## config.mk

```make
export PLATFORM = sky130hd
export DESIGN_NAME = mux4_scan_sequencer
export DESIGN_NICKNAME = d
export VERILOG_FILES = /design/src/rtl/scan_pkg.sv /design/src/rtl/rr_next_channel.sv /design/src/rtl/mux4_scan_sequencer.sv
export SDC_FILE = /design/constraint.sdc
export NUM_CORES = 1
export LEC_CHECK = 0
export CELL_PAD_IN_SITES_DETAIL_PLACEMENT = 0
export CELL_PAD_IN_SITES_GLOBAL_PLACEMENT = 2
export CORE_MARGIN = 5
export CORE_UTILIZATION = 33
export CTS_CLUSTER_DIAMETER = 50
export CTS_CLUSTER_SIZE = 10
export DETAILED_ROUTE_END_ITERATION = 6
export PLACE_DENSITY = 0.92
export SETUP_SLACK_MARGIN = 0.02
export SLEW_MARGIN = 0
export SYNTH_ARGS = -nofsm -noshare
export SYNTH_HDL_FRONTEND = slang
export SYNTH_HIERARCHICAL = 1
export SYNTH_SLANG_ARGS = --single-unit
```

## constraint.sdc

```tcl
create_clock -name clk -period 6.25 [get_ports clk]
set_clock_uncertainty 0.05 [all_clocks]
set_input_delay 1.25 -clock clk [delete_from_list [all_inputs] [get_ports clk]]
set_output_delay 1.25 -clock clk [all_outputs]
set_load 0.01 [all_outputs]
```

## src/rtl/scan_pkg.sv

```systemverilog
// Shared encodings and widths for the 4:1 mux scan sequencer.
package scan_pkg;

    localparam int CH_N  = 4;
    localparam int SEL_W = 2;
    localparam int CNT_W = 8;

    typedef enum logic [1:0] {
        ST_IDLE   = 2'd0,
        ST_SETTLE = 2'd1,
        ST_HOLD   = 2'd2
    } state_e;

endpackage

```

## src/rtl/rr_next_channel.sv

```systemverilog
// Round-robin channel search: the first enabled channel after last_ch, with wrap-around.
// When only last_ch is enabled the search returns last_ch itself.
module rr_next_channel
    import scan_pkg::*;
(
    input  logic [CH_N-1:0]  ch_mask_i,
    input  logic [SEL_W-1:0] last_ch_i,
    output logic [SEL_W-1:0] next_ch_o,
    output logic             found_o
);

    logic [SEL_W-1:0] idx;

    // Walk from the farthest offset to the nearest so the nearest enabled channel wins.
    always_comb begin
        next_ch_o = last_ch_i;
        found_o   = 1'b0;
        idx       = '0;
        for (int k = CH_N; k >= 1; k--) begin
            idx = SEL_W'(int'(last_ch_i) + k);
            if (ch_mask_i[idx]) begin
                next_ch_o = idx;
                found_o   = 1'b1;
            end
        end
    end

endmodule

```

## src/rtl/mux4_scan_sequencer.sv

```systemverilog
// Round-robin scanner for a 4:1 data mux: drives sel, waits DWELL cycles, captures mux_out
// and presents it on a valid/ready stream. Define SCAN_PARITY_EN to add the out_parity output.
//
// state  | meaning
// IDLE   | not scanning; waits for enable with a non-empty mask
// SETTLE | sel driven, counting down the settling dwell
// HOLD   | sample presented, waiting for out_ready
module mux4_scan_sequencer
    import scan_pkg::*;
#(
    parameter int DATA_W = 8,
    parameter int DWELL  = 4
) (
    input  logic              clk,
    input  logic              rst_n,
    input  logic              enable,
    input  logic [3:0]        ch_mask,
    input  logic [DATA_W-1:0] mux_out,
    output logic [1:0]        sel,
    output logic [DATA_W-1:0] out_data,
    output logic [1:0]        out_ch,
    output logic              out_valid,
    input  logic              out_ready,
`ifdef SCAN_PARITY_EN
    output logic              out_parity,
`endif
    output logic              busy
);

    localparam logic [CNT_W-1:0] DWELL_LOAD = CNT_W'(DWELL - 1);

    state_e             state_q, state_d;
    logic [CNT_W-1:0]   cnt_q, cnt_d;
    logic [SEL_W-1:0]   sel_q, sel_d;
    logic [SEL_W-1:0]   last_ch_q, last_ch_d;
    logic [DATA_W-1:0]  out_data_q, out_data_d;
    logic [SEL_W-1:0]   out_ch_q, out_ch_d;
    logic               out_valid_q, out_valid_d;
`ifdef SCAN_PARITY_EN
    logic               out_parity_q, out_parity_d;
`endif

    logic [SEL_W-1:0]   next_ch;
    logic               found;
    logic               handshake;
    logic               restart;

    rr_next_channel u_rr_next_channel (
        .ch_mask_i (ch_mask),
        .last_ch_i (last_ch_q),
        .next_ch_o (next_ch),
        .found_o   (found)
    );

    assign handshake = out_valid_q && out_ready;
    // found implies a non-empty mask
    assign restart   = enable && found;

    always_ff @(posedge clk or negedge rst_n) begin
        if (!rst_n) begin
            state_q <= ST_IDLE;
        end else begin
            state_q <= state_d;
        end
    end

    always_comb begin
        state_d = state_q;
        unique case (state_q)
            ST_IDLE: begin
                if (restart) state_d = ST_SETTLE;
            end
            ST_SETTLE: begin
                if (!enable)         state_d = ST_IDLE;
                else if (cnt_q == '0) state_d = ST_HOLD;
            end
            ST_HOLD: begin
                if (handshake) state_d = restart ? ST_SETTLE : ST_IDLE;
            end
            default: state_d = ST_IDLE;
        endcase
    end

    always_comb begin
        cnt_d        = cnt_q;
        sel_d        = sel_q;
        last_ch_d    = last_ch_q;
        out_data_d   = out_data_q;
        out_ch_d     = out_ch_q;
        out_valid_d  = out_valid_q;
`ifdef SCAN_PARITY_EN
        out_parity_d = out_parity_q;
`endif
        unique case (state_q)
            ST_IDLE: begin
                if (restart) begin
                    sel_d = next_ch;
                    cnt_d = DWELL_LOAD;
                end
            end
            ST_SETTLE: begin
                if (enable) begin
                    if (cnt_q == '0) begin
                        out_data_d   = mux_out;
                        out_ch_d     = sel_q;
                        last_ch_d    = sel_q;
                        out_valid_d  = 1'b1;
`ifdef SCAN_PARITY_EN
                        out_parity_d = ^mux_out;
`endif
                    end else begin
                        cnt_d = cnt_q - 1'b1;
                    end
                end
            end
            ST_HOLD: begin
                if (handshake) begin
                    out_valid_d = 1'b0;
                    if (restart) begin
                        sel_d = next_ch;
                        cnt_d = DWELL_LOAD;
                    end
                end
            end
            default: ;
        endcase
    end

    always_ff @(posedge clk or negedge rst_n) begin
        if (!rst_n) begin
            cnt_q        <= '0;
            sel_q        <= '0;
            last_ch_q    <= SEL_W'(CH_N - 1);
            out_data_q   <= '0;
            out_ch_q     <= '0;
            out_valid_q  <= 1'b0;
`ifdef SCAN_PARITY_EN
            out_parity_q <= 1'b0;
`endif
        end else begin
            cnt_q        <= cnt_d;
            sel_q        <= sel_d;
            last_ch_q    <= last_ch_d;
            out_data_q   <= out_data_d;
            out_ch_q     <= out_ch_d;
            out_valid_q  <= out_valid_d;
`ifdef SCAN_PARITY_EN
            out_parity_q <= out_parity_d;
`endif
        end
    end

    assign sel       = sel_q;
    assign out_data  = out_data_q;
    assign out_ch    = out_ch_q;
    assign out_valid = out_valid_q;
    assign busy      = (state_q != ST_IDLE);
`ifdef SCAN_PARITY_EN
    assign out_parity = out_parity_q;
`endif

endmodule

```

# == Word-level counts from Yosys, hierarchy flattened ==
# Cells that the tools add are included.
# totals
regBits,25
in_bits,16
out_inout_bits,14
wordCells,71
# op_classes
n_addsub,5
order_cmp,4
n_eq_ne,8
muxes,34
n_reduce_logical,13
# ops
op,n
two-way mux 8 bit,4
one-hot mux 8 bit (3 select lines),1
two-way mux 2 bit,10
less-than comparator 2 x 3 -> 1 bit (second input constant),4
two-way mux 1 bit,12
inequality test 2 bit (second input constant),5
binary-select mux 1 bit (select 2 bit),4
logical NOT 8 bit,1
AND reduction 4 bit,2
subtractor 8 x 1 -> 8 bit (second input constant),1
one-hot mux 2 bit (3 select lines),1
AND reduction 3 bit,2
nonzero test 2 bit,3
adder 2 x 1 -> 2 bit (second input constant),2
adder 2 bit (second input constant),2
one-hot mux 2 bit (2 select lines),1
inequality test 3 bit (second input constant),1
nonzero test 3 bit,1
equality test 2 x 1 -> 1 bit (second input constant),1
equality test 2 bit (second input constant),1
logical AND 1 bit,2
logical NOT 2 bit,1
one-hot mux 1 bit (2 select lines),1
AND reduction 2 bit,1

# == Depth between registers and ports, before layout ==
# depth
depth_word,11
mapped_depth,7

# == Modules after synthesis ==
# The synthesis kept the hierarchy.
# modules_own_cells
module,instances,cells_per_inst,area_each_um2,seq_area_each_um2
mux4_scan_sequencer,1,89,1129.8,628.1
rr_next_channel,1,14,82.6,0.0

# == Least setup slack after synthesis ==
# Ideal clock, no wire load.
# synth_path
path_kind,input -> register
from,input enable
to,"register out_data_q[1], in the netlist out_data[1]"
setup_ps,125
arrival_time_ps,2314
required_ps,6075
path_slack_ps,3761
path_stages,4
n_path_buf,1
path_cell_list,nand3b_1 nor4_4 buf_6 mux2_2
# synth_between
elab_chain_cells,1
# synth_rtl
element,line,text
from (decl),mux4_scan_sequencer.sv:16,"input logic enable,"
AND reduction 3 bit (no source line),--,
to (signal assigned),mux4_scan_sequencer.sv:144,out_data_q <= out_data_d;
to (decl),mux4_scan_sequencer.sv:36,"logic [DATA_W-1:0] out_data_q, out_data_d;"
# No other way between the ends.
# A chain may end at the register's enable or synchronous reset.

# == Worst setup path in the final report ==
# layout_path
from,input enable
to,"register out_data_q[2], in the netlist out_data[2]"
# Same word-level chain as after synthesis.

==> qor.csv <==
stage;metric;value;unit
worst_hold_path;hold_sp;out_data[4];
critical_path;Worst setup EP type;flip-flop;
critical_path;worst reg2reg path endpoint;out_data[2];
cts;CTS Buf Count;3;
timing;# setup viols final;0;
drt;Remaining DRCs;0;
die;total die area;4990;µm²
finish;Final nets;154;
finish;highest-count cells in the layout ignoring fill and taps;clkdlybuf4s50_1, dfrtp_1, mux2_2;
critical_path;reg2reg start;cnt_q[4];
die;num ports;30;
timing;final hold vios;0;
place;Final Wtd Congestion;0.759;
power_and_ir_drop;worst vdd ir;208;µV
synthesis;Post-Syn Area;1210;µm²
finish;synthesis-to-finish area growth;31.7;%
cts;post-CTS setup repair buffer count;0;
global_routing;gr usage total;0.110;
critical_path;Critical Path Fanout Max;14;
cts;Root Driver;clkbuf_8;
global_routing;largest net degree at the start of global routing;26;
synthesis;flops & latches, synth;25;
cts;deepest clock path buffer count;2;
finish;# diodes;0;
cts;htree depth;1;
power_and_ir_drop;Tot Pwr;589;µW
drt;WL/cell;14.0;µm
finish;Final Non-Filler Cells;183;
synthesis;Post-Synthesis Cells;103;
drt;routed wire length;2570;µm
synthesis;number of synthesized flops with an enable pin;0;
synthesis;fraction of registers with async set/reset;1.00;
critical_path;CP Cell Sequence;clkdlybuf4s50_1 -> nand3b_1 -> nor4_4 -> mux2_2;
timing;PnR worst setup slack;3.09;ns
die;initial cell density of the core;0.336;
drt;Initial DRC Count;42;
critical_path;Worst Path Arrival;3.26;ns
timing;Tightest Pin Transition;1.12;ns
die;Placeable Area;3610;µm²
critical_path;data required time at the worst endpoint;6.36;ns
timing;crit share post-route;0.505;
timing;Pins Over Slew Limit;0;
critical_path;kind of critical path;input pin to flip-flop;
worst_hold_path;worst hold endpoint;out_data[4];
cts;cts-stage hold buffer count;0;
worst_hold_path;hold crit path type;flip-flop to flip-flop;
cts;Post-CTS Resized;0;
die;Die Height;70.6;µm
synthesis;Avg Inst Size Synth;11.8;µm²
synthesis;Syn. warnings;6;
critical_path;Reg2Reg Depth;3;
synthesis;sequential-to-total area share from yosys stat;0.518;
job;Max-Cap Viols;0;
cts;clk sinks;25;
drt;post-DR vias/cell;5.00;
synthesis;predominant post-synthesis flop cell;dfrtp_1;
synthesis;Netlist cell types;36;
place;dpl cells;179;
die;num rows;22;
timing;slew margin rel.;0.251;
global_routing;initial antenna violation count;0;
finish;commonest non-fill, non-tap cell in the layout;clkdlybuf4s50_1;
outcome;status;finished, final reports clean;
global_routing;vias in the first global route;1008;
critical_path;Critical path origin;enable;
cts;Worst-Skew Late Latency;0.27;ns
critical_path;largest stage delay on the critical path;0.84;ns
critical_path;crit path launch type;input pin;
timing;Final Critical Period;3.16;ns
cts;clock-pin slew on the worst setup and hold paths;0.08;ns
place;HPWL after DPL;1960;µm
finish;layout cells sized above 1;0.185;
worst_hold_path;Worst Hold Depth;1;
critical_path;r2r setup slk;3.88;ns
cts;CTS tree;done;
timing;Max Fclk;317;MHz
place;Place WS;2.78;ns
timing;RSZ-0062 raised after global routing;false;
drt;Antenna Violating Nets Remaining;0;
timing;setup TNS;0;ns
die;Die Wd;70.6;µm
synthesis;post-synth net total;121;
drt;via count;915;
global_routing;first-pass GRT wire length;4530;µm
power_and_ir_drop;static leakage;0.000694;µW
critical_path;critical path's slowest cell;nor4_4;
drt;drt first pass iters;6;
global_routing;total gr overflow;0;
power_and_ir_drop;P per Cell Area;369;nW/µm²
place;# port buffers;29;
==> worst max path at each step <==
stage	endpoint	slack, ns
CTS	out_data[0]	3.07
floorplan	out_data[1]	3.76
finish	out_data[2]	3.09
global route	out_data[0]	2.96
detailed placement	out_data[2]	2.78
global placement	out_data[0]	2.81
==> cells by family (layout without fill, tap and decap cells) <==
group           count (synthesis)  in the layout  synth area share
compound gates                 18             18             0.101
buf+inv                         8             40            0.0310
simple gates                   32             32             0.168
flops                          25             25             0.518
fa+ha+maj                       2              2            0.0206
xor+xnor                        2              2            0.0145
mux                            16             16             0.147
==> through the flow <==
stage | area [µm²] | util | hold WS (ns)
after detailed placement | 1550 | 0.430 | 0.449
after global placement | 1550 | 0.430 | 0.439
after global routing | 1600 | 0.443 | 0.489
after CTS | 1600 | 0.443 | 0.465
after floorplan | 1210 | - | 0.432
final | 1600 | 0.443 | 0.462
==> worst max-delay path: cells and delay by family <==
| family | cells | cell delay [ns] |
|---|---|---|
| buf+inv | 1 | 0.53 |
| mux | 1 | 0.42 |
| simple gates | 2 | 1.05 |
==> registers in the layout, indices dropped and copies added, names as in the netlist <==
signal / count
cnt_q: 8
sel: 2
out_data: 8
last_ch_q: 2
state_q: 2
out_ch: 2
out_valid: 1
==> cells in the mapped netlist (2+ instances only) <==
cell       n  share of area
nor2b_1    2          0.010
a211oi_1   2          0.012
dfstp_2    2          0.043
nor3b_1    2          0.012
dfrtp_1   23           0.47
nor3_1     3          0.012
nor2_1     9          0.028
mux2i_1    2          0.017
inv_1      7          0.022
xnor2_1    2          0.014
nand2_1    2         0.0062
mux2_2    14           0.13
a21oi_1    7          0.029
ha_1       2          0.021
nand2b_1   2          0.010
o22ai_1    2          0.010
==> where the power goes <==
| part | leakage [µW] | internal (µW) | switching [µW] |
|---|---|---|---|
| combinational | 0.000357 | 137 | 93.6 |
| sequential | 0.000314 | 219 | 44.5 |
| clock | 0.0000228 | 45.6 | 49.1 |
| total | 0.000694 | 402 | 187 |
==> layer usage <==
metal  GRT usage  vias to the layer above  wire (µm)
met5           0                        -          0
met4      0.0418                        0         48
met3      0.0313                        5        160
met2       0.190                       28       1290
met1       0.131                      443       1080
li1            -                      439          -
==> area by class of cell <==
| class | count | area [µm²] |
|---|---|---|
| Multi-Input combinational cell | 70 | 547 |
| Clock buffer | 4 | 45.0 |
| Timing Repair Buffer | 29 | 290 |
| Fill cell | 345 | 2010 |
| Tap cell | 48 | 60.1 |
| Inverter | 7 | 26.3 |
| Sequential cell | 25 | 628 |
No activity file was read; power rests on OpenSTA's default activity.
